### config.mk
export PLATFORM = sky130hd
export DESIGN_NAME = j1_intc_flat
export DESIGN_NICKNAME = d
export VERILOG_FILES = /design/src/rtl/j1_intc_if.sv /design/src/rtl/j1_intc.sv /design/src/flat_wrapper.sv
export SDC_FILE = /design/constraint.sdc
export NUM_CORES = 1
export LEC_CHECK = 0
export CAP_MARGIN = 20
export CORE_MARGIN = 4
export CORE_UTILIZATION = 51
export DETAILED_ROUTE_END_ITERATION = 12
export PLACE_DENSITY = 0.86
export SYNTH_ARGS = -nofsm -noshare
export SYNTH_HDL_FRONTEND = slang
export SYNTH_SLANG_ARGS = --single-unit
export TNS_END_PERCENT = 30
### constraint.sdc
create_clock -name clk -period 3.2 [get_ports clk]
set_input_delay 0.8 -clock clk [delete_from_list [all_inputs] [get_ports clk]]
set_output_delay 0.8 -clock clk [all_outputs]
set_load 0.1 [all_outputs]
### src/rtl/j1_intc_if.sv
// Bus bundle between the j1 core and j1_intc: interrupt sources, request/ack
// handshake and the four-register control port.
interface j1_intc_if #(
  parameter int unsigned NCH = 8
);
  logic [NCH-1:0] irq_in;
  logic           int_req;
  logic [15:0]    int_insn;
  logic           int_ack;
  logic [1:0]     reg_addr;
  logic           reg_wr;
  logic           reg_rd;
  logic [15:0]    reg_wdata;
  logic [15:0]    reg_rdata;

  modport master (
    output irq_in, int_ack, reg_addr, reg_wr, reg_rd, reg_wdata,
    input  int_req, int_insn, reg_rdata
  );

  modport slave (
    input  irq_in, int_ack, reg_addr, reg_wr, reg_rd, reg_wdata,
    output int_req, int_insn, reg_rdata
  );
endinterface

### src/rtl/j1_intc.sv
// Parametrised interrupt controller for the j1 core: enable/mode/pending/in-service
// state, priority arbitration and a registered call instruction. Define
// INTC_NESTING_EN to let higher-priority sources preempt a running handler.
module j1_intc #(
  parameter int unsigned NCH      = 8,
  parameter logic [12:0] VEC_BASE = 13'h1DF8
) (
  input  logic      clk,
  input  logic      reset,
  j1_intc_if.slave  bus
);
  localparam int unsigned IDW = (NCH > 1) ? $clog2(NCH) : 1;
  typedef logic [NCH-1:0] vec_t;

  vec_t           irq_prev_q;
  vec_t           enable_q, enable_d;
  vec_t           mode_q, mode_d;
  vec_t           pend_q, pend_d;
  vec_t           insvc_q, insvc_d;
  logic           req_q, req_d;
  logic [15:0]    insn_q, insn_d;
  logic [IDW-1:0] id_q, id_d;
  logic [15:0]    rdata_q, rdata_d;

  vec_t rise, clr, vis, elig, cand, pend_view, wd;
  logic ack;

  function automatic logic [IDW-1:0] top_idx(input vec_t v);
    logic [IDW-1:0] r;
    r = '0;
    for (int unsigned i = 0; i < NCH; i++)
      if (v[i]) r = IDW'(i);
    return r;
  endfunction

  always_comb begin
    enable_d  = enable_q;
    mode_d    = mode_q;
    insvc_d   = insvc_q;
    rdata_d   = rdata_q;
    wd        = bus.reg_wdata[NCH-1:0];
    ack       = bus.int_ack & req_q;
    rise      = bus.irq_in & ~irq_prev_q & mode_q;
    pend_view = (pend_q & mode_q) | (bus.irq_in & ~mode_q);

    clr = '0;
    if (bus.reg_wr && bus.reg_addr == 2'd2) clr = wd & mode_q;
    if (ack) clr[id_q] = mode_q[id_q];
    pend_d = ((pend_q & ~clr) | rise) & mode_q;

    if (bus.reg_wr && bus.reg_addr == 2'd0) enable_d = wd;
    if (bus.reg_wr && bus.reg_addr == 2'd1) mode_d   = wd;

    // EOI retires the highest bit present before this cycle's ack is recorded
    if (bus.reg_wr && bus.reg_addr == 2'd3 && |insvc_q) insvc_d[top_idx(insvc_q)] = 1'b0;
    if (ack) insvc_d[id_q] = 1'b1;

    // A same-cycle edge keeps a just-cleared edge request visible
    vis = ((pend_q & (~clr | rise)) & mode_q) | (bus.irq_in & ~mode_q);

`ifdef INTC_NESTING_EN
    for (int unsigned i = 0; i < NCH; i++)
      elig[i] = ~|insvc_d || (IDW'(i) > top_idx(insvc_d));
`else
    elig = (|insvc_d) ? '0 : '1;
`endif

    cand   = vis & enable_d & elig;
    id_d   = top_idx(cand);
    req_d  = |cand;
    insn_d = {3'b010, VEC_BASE + 13'(id_d)};

    if (bus.reg_rd) begin
      case (bus.reg_addr)
        2'd0:    rdata_d = 16'(enable_q);
        2'd1:    rdata_d = 16'(mode_q);
        2'd2:    rdata_d = 16'(pend_view);
        default: rdata_d = 16'(insvc_q);
      endcase
    end
  end

  always_ff @(posedge clk or posedge reset) begin
    if (reset) begin
      irq_prev_q <= '0;
      enable_q   <= '0;
      mode_q     <= '0;
      pend_q     <= '0;
      insvc_q    <= '0;
      req_q      <= 1'b0;
      insn_q     <= '0;
      id_q       <= '0;
      rdata_q    <= '0;
    end else begin
      irq_prev_q <= bus.irq_in;
      enable_q   <= enable_d;
      mode_q     <= mode_d;
      pend_q     <= pend_d;
      insvc_q    <= insvc_d;
      req_q      <= req_d;
      insn_q     <= insn_d;
      id_q       <= id_d;
      rdata_q    <= rdata_d;
    end
  end

  assign bus.int_req   = req_q;
  assign bus.int_insn  = insn_q;
  assign bus.reg_rdata = rdata_q;
endmodule

### src/flat_wrapper.sv
// flat-port wrapper written by rule: the top's interface ports become plain ports
module j1_intc_flat 
#(
  parameter int unsigned NCH      = 8,
  parameter logic [12:0] VEC_BASE = 13'h1DF8
)
  (clk, reset, bus_irq_in, bus_int_ack, bus_reg_addr, bus_reg_wr, bus_reg_rd, bus_reg_wdata, bus_int_req, bus_int_insn, bus_reg_rdata);
  j1_intc_if #(.NCH(NCH)) bus_i ();
  input  logic clk;
  input  logic reset;
  input wire logic [$bits(bus_i.irq_in)-1:0] bus_irq_in;
  input wire logic [$bits(bus_i.int_ack)-1:0] bus_int_ack;
  input wire logic [$bits(bus_i.reg_addr)-1:0] bus_reg_addr;
  input wire logic [$bits(bus_i.reg_wr)-1:0] bus_reg_wr;
  input wire logic [$bits(bus_i.reg_rd)-1:0] bus_reg_rd;
  input wire logic [$bits(bus_i.reg_wdata)-1:0] bus_reg_wdata;
  output wire logic [$bits(bus_i.int_req)-1:0] bus_int_req;
  output wire logic [$bits(bus_i.int_insn)-1:0] bus_int_insn;
  output wire logic [$bits(bus_i.reg_rdata)-1:0] bus_reg_rdata;
  assign bus_i.irq_in = bus_irq_in;
  assign bus_i.int_ack = bus_int_ack;
  assign bus_i.reg_addr = bus_reg_addr;
  assign bus_i.reg_wr = bus_reg_wr;
  assign bus_i.reg_rd = bus_reg_rd;
  assign bus_i.reg_wdata = bus_reg_wdata;
  assign bus_int_req = bus_i.int_req;
  assign bus_int_insn = bus_i.int_insn;
  assign bus_reg_rdata = bus_i.reg_rdata;
  j1_intc #(.NCH(NCH), .VEC_BASE(VEC_BASE)) u_core (.clk(clk), .reset(reset), .bus(bus_i));
endmodule
==> run_results.csv <==
group,metric,value,unit
cts,h-tree-depth,2,
yosys,main_combinational_cell_family_by_area_after_synthesis,"simple AND/OR/NAND/NOR gates",
yosys,adder_cell_fraction_of_synth_area,0,
status,outcome,"completed",
sta,slew-limit-headroom,0.584,
yosys,yosys-top-cells-area,"sky130_fd_sc_hd__dfrtp_1 45%, sky130_fd_sc_hd__mux2_2 9.6%, sky130_fd_sc_hd__buf_4 5.4%, sky130_fd_sc_hd__nand2b_1 3.2%, sky130_fd_sc_hd__a21oi_1 2.9%",
setup_path,crit_fanout,4,
cts,clock_insertion_delay_worst_skew,0.30,ns
setup_path,crit_path_category,"in2reg",
sta,final.setup_skew,0.00378,ns
detailed_routing,avgRoutedWirePerCell,16.1,µm
setup_path,worst_setup_path_start_kind,"primary input",
floorplanning,coreArea,5540,µm²
detailed_routing,first_iter_violations,226,
cts,cts.hold.buffers_added,0,
cts,tritoncts,"yes",
layout,utilization,0.623,
grt,antenna_found_initial,0,
yosys,synth_enable_flop_cells,0,
run,cap_viol_max_count,0,
cts,cts-root-to-sink-buffers,2,
yosys,synth_seq_cells,53,
layout,insertedDiodeCount,0,
layout,drive_gt1_frac,0.216,
yosys,synth_largest_area_cell,"sky130_fd_sc_hd__dfrtp_1",
floorplanning,boundaryPins,64,
sta,final_max_slew_viol_count,0,
yosys,ys_async_sr_fraction,1.00,
yosys,netlist.area_leader.share,0.450,
grt,via_count_of_the_first_global_routing_pass,2281,
grt,grt_use_total,0.199,
floorplanning,floorplan.die_area,7050,µm²
sta,worst_pin_slew,0.616,ns
sta,timing.final.crit_share,0.903,
cts,post-cts-setup-buffer-count,0,
grt,maximum_number_of_pins_on_one_net_before_global_route_repair,30,
power,vdd_drop_max,0.000442,V
setup_path,cp.arrival,3.12,ns
floorplanning,width_of_the_chip,84.0,µm
yosys,yosys_warnings,0,
cts,cts.sinks,53,
grt,grt_remaining_overflow,0,
power,power-per-cell-area,675,nW/µm²
setup_path,crit_required,3.43,ns
sta,setup_violations,0,
sta,hold_viol,0,
grt,grt_pass1_wl,11.1,mm
sta,setup_tns,0,ns
sta,rsz_0062_raised_after_global_routing,"false",
cts,cts_root_buffer,"sky130_fd_sc_hd__clkbuf_8",
yosys,synthXorXnorAreaFrac,0,
yosys,post_synthesis_compound_gate_area_fraction,0.150,
hold_path,worstHoldPathType,"reg2reg",
setup_path,reg2reg_slack,0.77,ns
detailed_routing,routed_via_density,5.85,
floorplanning,placement_rows,27,
detailed_routing,drc_errors,0,
yosys,seq_area_frac_synth,0.450,
cts,clkSlewWorstSetupHoldPaths,0.08,ns
placed_design,gpl.final_weighted_congestion,0.929,
detailed_routing,postRouteAntennaNets,0,
detailed_routing,first_pass_iters,5,
sta,max_freq,346,MHz
placed_design,port_buffer_cells,44,
floorplanning,floorplan.die.height,84.0,µm
detailed_routing,detailroute.via_count,2429,
yosys,synthFlopType,"sky130_fd_sc_hd__dfrtp_1",
placed_design,dp_hpwl,5.17,mm
floorplanning,initial_core_util,0.531,
yosys,synth_cells,299,
setup_path,end_kind,"flop",
yosys,post_synth_and_or_nand_nor_area_fraction,0.192,
cts,post_cts_resize_count,0,
layout,final_net_count,373,
layout,layout_area_overhead,17.2,%
sta,final_period_minus_worst_setup_slack,2.89,ns
yosys,yosysUniqueCellTypes,51,
power,leakage,1.52,nW
detailed_routing,finalWirelength,6.70,mm
yosys,muxShareOfSynthArea,0.118,
cts,numCtsBuffers,5,
yosys,syn-cell-area,2940,µm²
yosys,synthesis.area_per_instance,9.85,µm²
==> stage by stage <==
stage | worst slack, ns | std cells | hold WS [ns] | power (W) | instance area [µm²]
global placement | 0.0386 | 407 | 0.490 | 0.00196 | 3370
detailed placement | 0.0258 | 407 | 0.499 | 0.00198 | 3370
finish | 0.310 | 415 | 0.510 | 0.00233 | 3450
global route | 0.208 | 415 | 0.529 | 0.00246 | 3450
floorplan | 0.362 | 309 | 0.466 | 0.00175 | 2980
CTS | 0.326 | 415 | 0.518 | 0.00234 | 3450
==> path summary, 6_finish.rpt <==
kind	depth (start not counted)	start	endpoint
worst max-delay path	8	bus_reg_addr[1]	u_core.bus.int_req
worst min-delay path	1	u_core.bus.reg_rdata[6]	u_core.bus.reg_rdata[6]
worst max register to register	6	u_core.id_q[0]	u_core.bus.int_req
worst min register to register	1	u_core.bus.reg_rdata[6]	u_core.bus.reg_rdata[6]
max in group asynchronous	3	reset	u_core.irq_prev_q[0]
min in group asynchronous	2	reset	u_core.mode_q[4]
==> per-layer routing <==
| layer | vias up | global-route usage | share of wire |
|---|---|---|---|
| met5 | - | 0 | 0 |
| met3 | 11 | 0.0513 | 0.086 |
| met1 | 1185 | 0.266 | 0.43 |
| met4 | 0 | 0.0702 | 0.020 |
| met2 | 113 | 0.312 | 0.46 |
| li1 | 1120 | - | - |
==> critical path, cell delays in order <==
cell and delay [ns]:
sky130_fd_sc_hd__clkdlybuf4s50_1 0.52, sky130_fd_sc_hd__nand4b_2 0.13, sky130_fd_sc_hd__or4_4 0.45, sky130_fd_sc_hd__o21ai_2 0.13, sky130_fd_sc_hd__nand2_1 0.08, sky130_fd_sc_hd__or4_1 0.50
sky130_fd_sc_hd__or3_4 0.37, sky130_fd_sc_hd__a31oi_1 0.14
==> placed cells by master, fill, tap and decap left out, types with 4 or more instances in the layout <==
| cell | n |
|---|---|
| sky130_fd_sc_hd__dfrtp_1 | 53 |
| sky130_fd_sc_hd__buf_4 | 34 |
| sky130_fd_sc_hd__mux2_2 | 25 |
| sky130_fd_sc_hd__clkdlybuf4s50_1 | 22 |
| sky130_fd_sc_hd__nand2_1 | 20 |
| sky130_fd_sc_hd__nor2_1 | 18 |
| sky130_fd_sc_hd__a21oi_1 | 17 |
| sky130_fd_sc_hd__inv_1 | 15 |
| sky130_fd_sc_hd__nand2b_1 | 15 |
| sky130_fd_sc_hd__nand3_1 | 13 |
| sky130_fd_sc_hd__conb_1 | 12 |
| sky130_fd_sc_hd__nor2b_1 | 11 |
| sky130_fd_sc_hd__o21ai_0 | 10 |
| sky130_fd_sc_hd__a31oi_1 | 7 |
| sky130_fd_sc_hd__o22ai_1 | 7 |
| sky130_fd_sc_hd__clkbuf_8 | 5 |
| sky130_fd_sc_hd__and3_1 | 4 |
| sky130_fd_sc_hd__nand4_1 | 4 |
| sky130_fd_sc_hd__a21boi_0 | 4 |
==> synthesized netlist by cell type, drive strengths merged (3+ instances only) <==
cell type / number
dfrtp: 53
nand4: 4
and3: 4
or3: 3
nand2b: 15
a21oi: 17
buf: 25
o21ai: 11
a32o: 3
clkbuf: 6
mux2: 25
nand2: 20
a31oi: 7
a21boi: 4
nor2b: 11
nor2: 18
inv: 16
and2: 3
o22ai: 7
nand3: 13
==> registers in the layout, summed over array words and instances (netlist names) <==
register,cells
u_core.id_q,2
u_core.bus.int_insn,2
u_core.bus.reg_rdata,8
u_core.bus.int_req,1
u_core.pend_q,8
u_core.mode_q,8
u_core.irq_prev_q,8
u_core.enable_q,8
u_core.insvc_q,8
==> cell families after synthesis <==
logic type | Yosys count
AO/OA/AOI/OAI | 66
buffers and inverters | 47
flip-flops | 53
multiplexers | 29
other | 2
AND/OR/NAND/NOR | 102
==> power by group <==
part	total, W	switching, W	internal (W)
registers	0.000948	0.000150	0.000798
logic	0.00102	0.000697	0.000328
clock network	0.000356	0.000200	0.000156
==> area by class of cell <==
| class | count | area (µm²) |
|---|---|---|
| Tap cell | 72 | 90.1 |
| Timing Repair Buffer | 57 | 495 |
| Inverter | 16 | 60.1 |
| Sequential cell | 53 | 1330 |
| Fill cell | 479 | 2090 |
| Multi-Input combinational cell | 209 | 1400 |
| Clock buffer | 8 | 80.1 |
(Power assumes the default switching activity.)
==> edit (config.mk and constraints unchanged) <==
`NCH` is set to 8 in 3 places; all go to 4.
--- a/src/rtl/j1_intc_if.sv
+++ b/src/rtl/j1_intc_if.sv
@@ -3,3 +3,3 @@
 interface j1_intc_if #(
-  parameter int unsigned NCH = 8
+  parameter int unsigned NCH = 4
 );
--- a/src/rtl/j1_intc.sv
+++ b/src/rtl/j1_intc.sv
@@ -4,3 +4,3 @@
 module j1_intc #(
-  parameter int unsigned NCH      = 8,
+  parameter int unsigned NCH      = 4,
   parameter logic [12:0] VEC_BASE = 13'h1DF8
--- a/src/flat_wrapper.sv
+++ b/src/flat_wrapper.sv
@@ -3,3 +3,3 @@
 #(
-  parameter int unsigned NCH      = 8,
+  parameter int unsigned NCH      = 4,
   parameter logic [12:0] VEC_BASE = 13'h1DF8
Interface: changed (resized bus_irq_in); port bits go from 64 to 60. No check against the original RTL was run, so the function may have changed too.
==> edit against the unedited design <==
  * Fmax is 20% higher
  * Setup slack gained 480 ps
  * Total power shrank 43%
  * Global-route usage fell by 6.3 points
  * Sequential cell count is 25 lower
  * Design area shrank 48%
  * First-iteration DRC count down 89%
  * Synthesized area is 46% lower
  * Die area is 43% lower
  * Worst hold slack better by 14 ps
  * Critical path depth fell by 3
  * Routed wire length decreased by 59%
==> edit: results (changes against the unedited design) <==
count of input and output buffers 31 (-30%); Syn Inst Count 130 (-57%); min-delay src u_core.bus.reg_rdata[3]; Worst-path clk slew 140 ps (+60 ps); largest net degree at the start of global routing 29 (-3.3%); reg-to-reg startpoint u_core.bus.int_insn[1]; Starting DRT DRC Count 25 (-89%); Area contributors post-synth dfrtp_1 44%, buf_4 12%, mux2_2 5.7%, mux4_2 5.7%, mux2_4 3.8%; M2 GR Usage 21.64% (-9.6 points); WP data arrival 2630 ps (-490 ps); sequential fraction of the synthesis area 44.41% (-0.64 points); Placed Area 1753 sq um (-48%); clk_skew 3.558 ps (-0.2179 ps); TritonRoute pass-1 iters 4 (-1); Worst Hold Path EP u_core.bus.reg_rdata[3]; GR Util All Layers 13.60% (-6.3 points); met1 track demand over resource 17.37% (-9.3 points); Finished Layout Cells 187 (-55%); met1 wire length 1.179 mm (-59%); # fillers 232 (-52%); # nets final 184 (-51%); Top delay family on crit path compound AO/OA/AOI/OAI gates; synth cell count leaders 28 x dfrtp_1, 25 x buf_4, 11 x nand2_1; first-pass GRT wire length 4.347 mm (-61%); H-tree depth 1 (-1); Post-Route WL 2.760 mm (-59%); worst-skew pair later-pin latency 320 ps (+20 ps); status completed; Num CTS Buffers 3 (-2); DR WL met3 251 um (-56%); register-to-register setup slack 1550 ps (+780 ps); P_int 0.6917 mW (-46%); met3 Use GR 4.263% (-0.87 points); Routability Congestion 0.7912 (-15%); Root Driver clkbuf_4; R2R depth 4 (-2); layout cell share with drive strength beyond 1 29.49% (+7.9 points); post-synth cell types 37 (-27%)
-- edit: power by group through the flow --
stage | Clock (mW) | Combinational, mW | Sequential [mW]
4_1_cts | 0.177 | 0.653 | 0.505
2_1_floorplan | 0 | 0.340 | 0.717
6_report | 0.168 | 0.651 | 0.505
5_1_grt | 0.193 | 0.676 | 0.517
3_3_place_gp | 0 | 0.645 | 0.507
3_5_place_dp | 0 | 0.651 | 0.512
-- edit: stage by stage --
stage,total power [mW],hold slack (ps),utilization (%)
2_1_floorplan,1.057,475.3,-
3_3_place_gp,1.152,490.6,61.45
3_5_place_dp,1.163,497.9,61.45
4_1_cts,1.334,530.7,62.72
5_1_grt,1.386,539.2,62.72
6_report,1.325,524.4,62.72
-- edit: cell families after synthesis --
logic type / Yosys count / share of synthesized area [%]
muxes: 20 / 18.08
DFF: 28 / 44.41
other: 2 / 0.4760
and+or+nand+nor: 29 / 10.94
adders and majority gates: 1 / 0.6344
buffers and inverters: 30 / 14.04
AOI/OAI and AO/OA: 20 / 11.42
-- edit: how the worst max path moves through the flow --
| stage | startpoint | endpoint | slack, ps | depth (start not counted) |
|---|---|---|---|---|
| after floorplan | u_core.bus.int_insn[12] | bus_int_insn[10] | 940 | 1 |
| after global placement | bus_reg_wr | u_core.bus.int_req | 460 | 5 |
| after detailed placement | bus_reg_wr | u_core.bus.int_req | 440 | 5 |
| after CTS | bus_reg_wr | u_core.bus.int_req | 810 | 5 |
| after global routing | bus_reg_wr | u_core.bus.int_req | 790 | 5 |
| final | bus_reg_wr | u_core.bus.int_req | 790 | 5 |
-- edit: final cells by class --
class | instances | area share (%)
tap | 31 | 2.168
timing repair buffer | 34 | 16.22
sequential | 28 | 39.16
clock buffer | 4 | 2.028
multi-input combinational | 87 | 39.79
inverter | 3 | 0.6294
